File: src/rtl/bpe_stage_ctrl.sv
// bpe_stage_ctrl: LOAD/CALC sequencer for one butterfly stage of the SDF FFT/NTT kernel.
// Build option BPE_BITREV_LOAD_EN: stream-in words are written at bit-reversed buffer addresses.

module bpe_stage_ctrl #(
    parameter int pADDR_WIDTH = 10,
    parameter int pSPAN       = 9
) (
    input  logic                   clk,
    input  logic                   rst,
    input  logic                   start,
    input  logic [1:0]             mode,
    input  logic                   in_vld,
    output logic                   in_rdy,
    output logic                   buf_we,
    output logic [pADDR_WIDTH-1:0] buf_waddr,
    output logic                   rd_vld,
    input  logic                   rd_rdy,
    output logic [pADDR_WIDTH-1:0] rd_addr_a,
    output logic [pADDR_WIDTH-1:0] rd_addr_b,
    output logic [pADDR_WIDTH-2:0] cst_addr,
    output logic [1:0]             cst_sel,
    output logic                   busy,
    output logic                   done
);

    localparam logic [pADDR_WIDTH-1:0] LP_ONE   = {{(pADDR_WIDTH-1){1'b0}}, 1'b1};
    localparam logic [pADDR_WIDTH-2:0] LP_JONE  = {{(pADDR_WIDTH-2){1'b0}}, 1'b1};
    localparam logic [pADDR_WIDTH-1:0] LP_D     = LP_ONE << pSPAN;
    localparam logic [pADDR_WIDTH-1:0] LP_MASK  = LP_D - LP_ONE;
    localparam logic [pADDR_WIDTH-2:0] LP_CMASK = LP_MASK[pADDR_WIDTH-2:0];

    typedef enum logic [1:0] {
        ST_IDLE,
        ST_LOAD,
        ST_CALC,
        ST_DONE
    } state_t;

    state_t                   r_state;
    state_t                   w_state_nxt;
    logic [pADDR_WIDTH-1:0]   r_wcnt;
    logic [pADDR_WIDTH-2:0]   r_j;
    logic                     r_rd_vld;
    logic [pADDR_WIDTH-1:0]   r_addr_a;
    logic [pADDR_WIDTH-1:0]   r_addr_b;
    logic [pADDR_WIDTH-2:0]   r_cst;
    logic [1:0]               r_cst_sel;

    logic                     w_wr;
    logic                     w_hs;
    logic                     w_load_last;
    logic                     w_calc_last;
    logic [pADDR_WIDTH-2:0]   w_j_nxt;
    logic [pADDR_WIDTH-1:0]   w_jx;
    logic [pADDR_WIDTH-1:0]   w_a_nxt;
    logic [pADDR_WIDTH-1:0]   w_b_nxt;
    logic [pADDR_WIDTH-2:0]   w_cst_nxt;

    assign w_wr        = in_vld & (r_state == ST_LOAD);
    assign w_hs        = r_rd_vld & rd_rdy;
    assign w_load_last = w_wr & (r_wcnt == '1);
    assign w_calc_last = w_hs & (r_j == '1);

    // Addresses are precomputed for j+1 so the registered outputs advance on each handshake.
    assign w_j_nxt   = r_j + LP_JONE;
    assign w_jx      = {1'b0, w_j_nxt};
    assign w_a_nxt   = ((w_jx >> pSPAN) << (pSPAN + 1)) | (w_jx & LP_MASK);
    assign w_b_nxt   = w_a_nxt | LP_D;
    assign w_cst_nxt = (w_j_nxt & LP_CMASK) << (pADDR_WIDTH - 1 - pSPAN);

    always_comb begin
        w_state_nxt = r_state;
        case (r_state)
            ST_IDLE: if (start)       w_state_nxt = ST_LOAD;
            ST_LOAD: if (w_load_last) w_state_nxt = ST_CALC;
            ST_CALC: if (w_calc_last) w_state_nxt = ST_DONE;
            ST_DONE:                  w_state_nxt = ST_IDLE;
            default:                  w_state_nxt = ST_IDLE;
        endcase
    end

    always_ff @(posedge clk) begin
        if (rst) r_state <= ST_IDLE;
        else     r_state <= w_state_nxt;
    end

    always_ff @(posedge clk) begin
        if (rst) begin
            r_wcnt    <= '0;
            r_j       <= '0;
            r_rd_vld  <= 1'b0;
            r_addr_a  <= '0;
            r_addr_b  <= '0;
            r_cst     <= '0;
            r_cst_sel <= '0;
        end else begin
            if ((r_state == ST_IDLE) && start) r_cst_sel <= mode;
            if (w_wr) r_wcnt <= r_wcnt + LP_ONE;
            if (w_load_last) begin
                r_rd_vld <= 1'b1;
                r_addr_a <= '0;
                r_addr_b <= LP_D;
                r_cst    <= '0;
            end
            // j wraps to 0 on the final handshake, leaving the counter ready for the next run.
            if (w_hs) begin
                r_j <= w_j_nxt;
                if (w_calc_last) begin
                    r_rd_vld <= 1'b0;
                    r_addr_a <= '0;
                    r_addr_b <= '0;
                    r_cst    <= '0;
                end else begin
                    r_addr_a <= w_a_nxt;
                    r_addr_b <= w_b_nxt;
                    r_cst    <= w_cst_nxt;
                end
            end
        end
    end

`ifdef BPE_BITREV_LOAD_EN
    assign buf_waddr = {<<{r_wcnt}};
`else
    assign buf_waddr = r_wcnt;
`endif

    assign in_rdy    = (r_state == ST_LOAD);
    assign buf_we    = w_wr;
    assign rd_vld    = r_rd_vld;
    assign rd_addr_a = r_addr_a;
    assign rd_addr_b = r_addr_b;
    assign cst_addr  = r_cst;
    assign cst_sel   = r_cst_sel;
    assign busy      = (r_state != ST_IDLE);
    assign done      = (r_state == ST_DONE);

endmodule
File: config.mk
export PLATFORM = sky130hd
export DESIGN_NAME = bpe_stage_ctrl
export DESIGN_NICKNAME = d
export VERILOG_FILES = /design/src/rtl/bpe_stage_ctrl.sv
export SDC_FILE = /design/constraint.sdc
export NUM_CORES = 1
export LEC_CHECK = 0
export ABC_AREA = 0
export BUFFER_PORTS_ARGS = -buffer_cell sky130_fd_sc_hd__buf_4
export CAP_MARGIN = 5
export CORE_UTILIZATION = 35
export CTS_CLUSTER_SIZE = 14
export DETAILED_ROUTE_END_ITERATION = 8
export SYNTH_ARGS = -nofsm -noshare
export SYNTH_HDL_FRONTEND = slang
export SYNTH_SLANG_ARGS = --single-unit
File: constraint.sdc
create_clock -name clk -period 2.2 [get_ports clk]
set_input_delay 0.22 -clock clk [delete_from_list [all_inputs] [get_ports clk]]
set_output_delay 0.22 -clock clk [all_outputs]
set_load 0.05 [all_outputs]
Yosys cells after proc, flatten, opt, wreduce, memory -nomap -nowiden
Cells that the tools add are included.

storage, ports and cells
  register bits = 53
  input port bits = 7
  output and inout port bits = 46
  logic and storage cells = 43

operators by class
  add/sub/neg operators = 2
  eq/ne operators = 8
  muxes and demuxes = 16
  bitwise gates (word level) = 4
  reduce and logical (&&, ||, !) cells = 5

operators by type and width
  operator               number
  $mux 10                5
  $mux 9                 4
  $add 10x1->10 const B  1
  $eq 10x10->1 const B   1
  $add 9x1->9 const B    1
  $eq 9x9->1 const B     1
  $pmux 2 s4             1
  $mux 2                 3
  $and 1x1->1            4
  $eq 2x2->1 const B     2
  $ne 2x2->1 const B     2
  $reduce_bool 2->1      2
  $mux 1                 3
  $reduce_and 3->1       1
  $eq 2x1->1 const B     1
  $logic_not 2->1        1
  $ne 2x1->1 const B     1
  $logic_and 1x1->1      1

Logic depth before layout (Yosys ltp)
  word-level depth = 6
  gate-level depth with buffers = 9
  mapped depth without buffers = 9

Worst setup path after synthesis
OpenSTA, ideal clock, no wires.

  path type = register to register
  start = register r_state[1]
  end = register r_wcnt[3], in the netlist buf_waddr[3]
  library setup time = 0.128 ns
  arrival time = 2.060 ns
  data required time = 2.072 ns
  setup slack = 0.013 ns
  stages on the path, launching flop included = 8
  buffers on the path = 1
  period minus slack after synthesis = 2.187 ns
  cell sequence = dfxtp_1 -> inv_1 -> ha_1 -> and2_1 -> clkbuf_1 -> nand4_1 -> xor2_1 -> nor2_1

on the way
  cells in the longest elaborated chain, start to end = 2

ends and longest elaborated chain
  element                 RTL line  source
  start, declared         39        state_t r_state;
  start signal, assigned  84        else r_state <= w_state_nxt;
  $eq 2x1->1              -
  named net in_rdy        13        output logic in_rdy,
  $and 1x1->1             59        assign w_wr = in_vld & (r_state == ST_LOAD);
  named net buf_we        14        output logic buf_we,
  end signal, assigned    98        if (w_wr) r_wcnt <= r_wcnt + LP_ONE;
  end, declared           41        logic [pADDR_WIDTH-1:0] r_wcnt;

The timed path passes the listed nets, and every way through them passes these cells.
A chain may end at the register's enable or synchronous reset.

Final worst setup path
  start = register r_j[0]
  end = register r_addr_b[7], in the netlist rd_addr_b[7]

on the way
  cells in the longest elaborated chain, start to end = 4
  elaborated cells on any way between the ends = 5
  classes of those cells = add/sub: 1; eq/ne: 1; mux: 2; bitwise: 1

ends and longest elaborated chain
  element                                                              RTL line  source
  start, declared                                                      42        logic [pADDR_WIDTH-2:0] r_j;
  start signal, assigned                                               107       r_j <= w_j_nxt;
  parallel branches: the longest is 2 deep, another holds $add 9x1->9  -
  $mux 10 (*)                                                          108       if (w_calc_last) begin
  $mux 10 (*)                                                          106       if (w_hs) begin
  end signal, assigned                                                 115       r_addr_b <= w_b_nxt;
  end, declared                                                        45        logic [pADDR_WIDTH-1:0] r_addr_b;

Every way passes the cells marked *.

==> results_dict.tcl <==
set metrics [dict create \
    status "complete, but fails checks" \
    violations "design-rule violations" \
    cap_viol_max_count 0 \
    worstSetupEndpoint "rd_addr_b[7]" \
    power_frac_comb_pct 28.2 \
    fp-row-count 24 \
    ys_seq_area_share_pct 41.1 \
    post-route-util_pct 45.9 \
    clockRootBuffer "clkbuf_8" \
    p_switching_uw 521 \
    route.detailed.drc 13 \
    synthCells 185 \
    via_per_inst 4.87 \
    r2r-end "rd_addr_b[7]" \
    power_uw 1530 \
    worst_skew_pair.late_latency_ns 0.28 \
    crit_fanout 8 \
    cts.sinks 34 \
    final_common_cell "buf_4" \
    pwr-share-clk_pct 27.9 \
    grt_antenna_before_repair 0 \
    synth_compound_area_share_pct 11.8 \
    tns_ns 0 \
    end_kind "flip-flop" \
    relSlewSlack_pct 46.4 \
    crit_slowest_cell "nor3_1" \
    area_growth_pct 23.4 \
    hold_viol 0 \
    grt_pass1_wl_um 5150 \
    muxShareOfSynthArea_pct 0.605 \
    grt_overflow_total 0 \
    diodes 0 \
    synth.distinct_cells 32 \
    drt_iter0_drc 32 \
    p_leak_uw 0.000867 \
    rsz0062_at_grt "false" \
    synth_top_family_by_area "simple AND/OR/NAND/NOR gates" \
    syn-num-nets 199 \
    design.die.area_um2 5000 \
    placement.io_buffers 51 \
    p_per_area_nw_per_um2 751 \
    final_antenna_net_count 0 \
    avgSynthCellArea_um2 8.94 \
    grt_max_degree 28 \
    track_usage_pct 13.2 \
    p_int_uw 1010 \
    crit_chain "ha_2 > nand3_1 > nor2_2 > and3_1 > ha_1 > nor3_1 > a22o_1" \
    final_cell_mix "buf_4, dfxtp_1, nor2_1" \
    grt_pass1_vias 1154 \
    placedCellCount 266 \
    crit_type "flip-flop to flip-flop" \
    r2r_slack_ns 0.12 \
    slew_viol_final 0 \
    switching_share_pct 34.0 \
    synthArstFlopShare_pct 0 \
    nFillCells 459 \
    core_um2 4440 \
    netlist_area_um2 1650 \
    worstHoldPathType "input pin to flip-flop" \
    period_needed_ns 2.08 \
    totalWireLength_um 3160 \
    fin_nets 235 \
    synth-main-ff-cell "dfxtp_1" \
    clockBufferDepth 2 \
    gp_congestion 0.766 \
    pin_count 53 \
    fin_ws_ns 0.119 \
    die_w_um 70.7 \
    dp_hpwl_um 2280 \
    reg2reg_depth 7 \
    peakVddDrop_uv 557 \
    ys_warn_count 0 \
    finalCritPeriodShare_pct 94.6 \
    num_vias 1330 \
    worst_ep_required_time_ns 2.43 \
    synth-simple-area-share_pct 19.5 \
    worstReg2RegStart "r_j[0]" \
    synth-edff-count 0 \
    worstMarginPinSlew_ns 0.798 \
    fin_cells 273 \
    die_h_um 70.7 \
    crit_start "r_j[0]" \
    arrival_ns 2.31 \
    seqPwrFrac_pct 43.9 \
    synth_fa_ha_area_share_pct 5.30 \
    initial_utilization_pct 37.2 \
    synth-xor-area-share_pct 10.1 \
    fmax_mhz 480 \
    htreeDepth 2 \
    dpl_worst_slack_ns 0.0811 \
    cts.clk_slew.worst_paths_ns 0.06 \
    setup_viol 0 \
    drive_gt1_share_pct 29.9 \
    cts_tree "yes" \
    startpoint_type "flip-flop" \
    first_pass_iters 6 \
    skew_ns 0.00324 \
    slowest_delay_ns 0.68 \
    ys_ff_latch 34 \
    drt-wirelength-per-cell_um 11.6 \
    cts_inserted_buffers 5 \
]
worst min-delay path by stage:
stage,start,end,depth (start not counted)
after floorplan,mode[0],cst_sel[0],2
after detailed placement,r_j[8],r_j[8],2
after CTS,mode[0],cst_sel[0],3
after global routing,mode[1],cst_sel[1],3
after global placement,cst_sel[1],cst_sel[1],2
final,mode[0],cst_sel[0],3
metal layers:
metal / routed length, um / track usage, %
met2: 1430 / 21.0
met4: 32 / 6.00
met3: 228 / 4.99
met5: 0 / 0
met1: 1470 / 15.9
critical path, delay by kind of cell (launching register included):
kind / cells / cell delay, ns
compound gates: 1 / 0.22
fa+ha+maj: 2 / 0.42
simple gates: 4 / 1.04
flops: 1 / 0.34
final cells by class:
cell class	count	area [um^2]	share of cell area, %
Inverter	6	22.5	1.10
Sequential cell	34	682	33.4
Multi-Input combinational cell	120	791	38.7
Tap cell	52	65.1	3.19
Clock buffer	7	76.3	3.74
Timing Repair Buffer	54	405	19.9
registers in the layout (all words and copies together) (netlist names):
name       flops
rd_vld         1
buf_waddr     10
r_j            9
r_state        2
rd_addr_b     10
cst_sel        2
power by group through the flow:
stage | combinational [uW] | clock, uW | sequential (uW)
2_1_floorplan | 276 | 0 | 728
3_3_place_gp | 432 | 0 | 687
3_5_place_dp | 433 | 0 | 687
4_1_cts | 436 | 450 | 673
5_1_grt | 464 | 477 | 678
6_report | 432 | 428 | 674
kinds of logic (layout without fill, tap and decap cells):
family / after synthesis / after routing
AOI/OAI and AO/OA: 28 / 28
muxes: 1 / 1
other: 1 / 1
adders and majority gates: 7 / 7
buffers and inverters: 31 / 67
and+or+nand+nor: 64 / 64
DFF: 34 / 34
xor gates and xnor gates: 19 / 19
synth_stat cells (7+ instances only):
cell	instances	area, um^2
nor3_1	10	50.1
dfxtp_1	34	681
a21oi_1	9	45.0
xor2_1	7	61.3
buf_4	19	143
a22o_1	8	70.1
nand2_1	14	52.6
nor2_1	17	63.8
ha_1	7	87.6
xnor2_1	12	105
through the flow:
stage | instance area (um^2) | hold WS (ns)
2_1_floorplan | 1650 | 0.368
3_3_place_gp | 1960 | 0.449
3_5_place_dp | 1960 | 0.460
4_1_cts | 2040 | 0.190
5_1_grt | 2040 | 0.218
6_report | 2040 | 0.200
repair_timing:
item,4_1_cts,5_1_grt
buffers inserted,0,0
resized for setup,0,3
endpoints found under the setup margin,0,9
hold buffers,0,0
(Power assumes the default switching activity.)
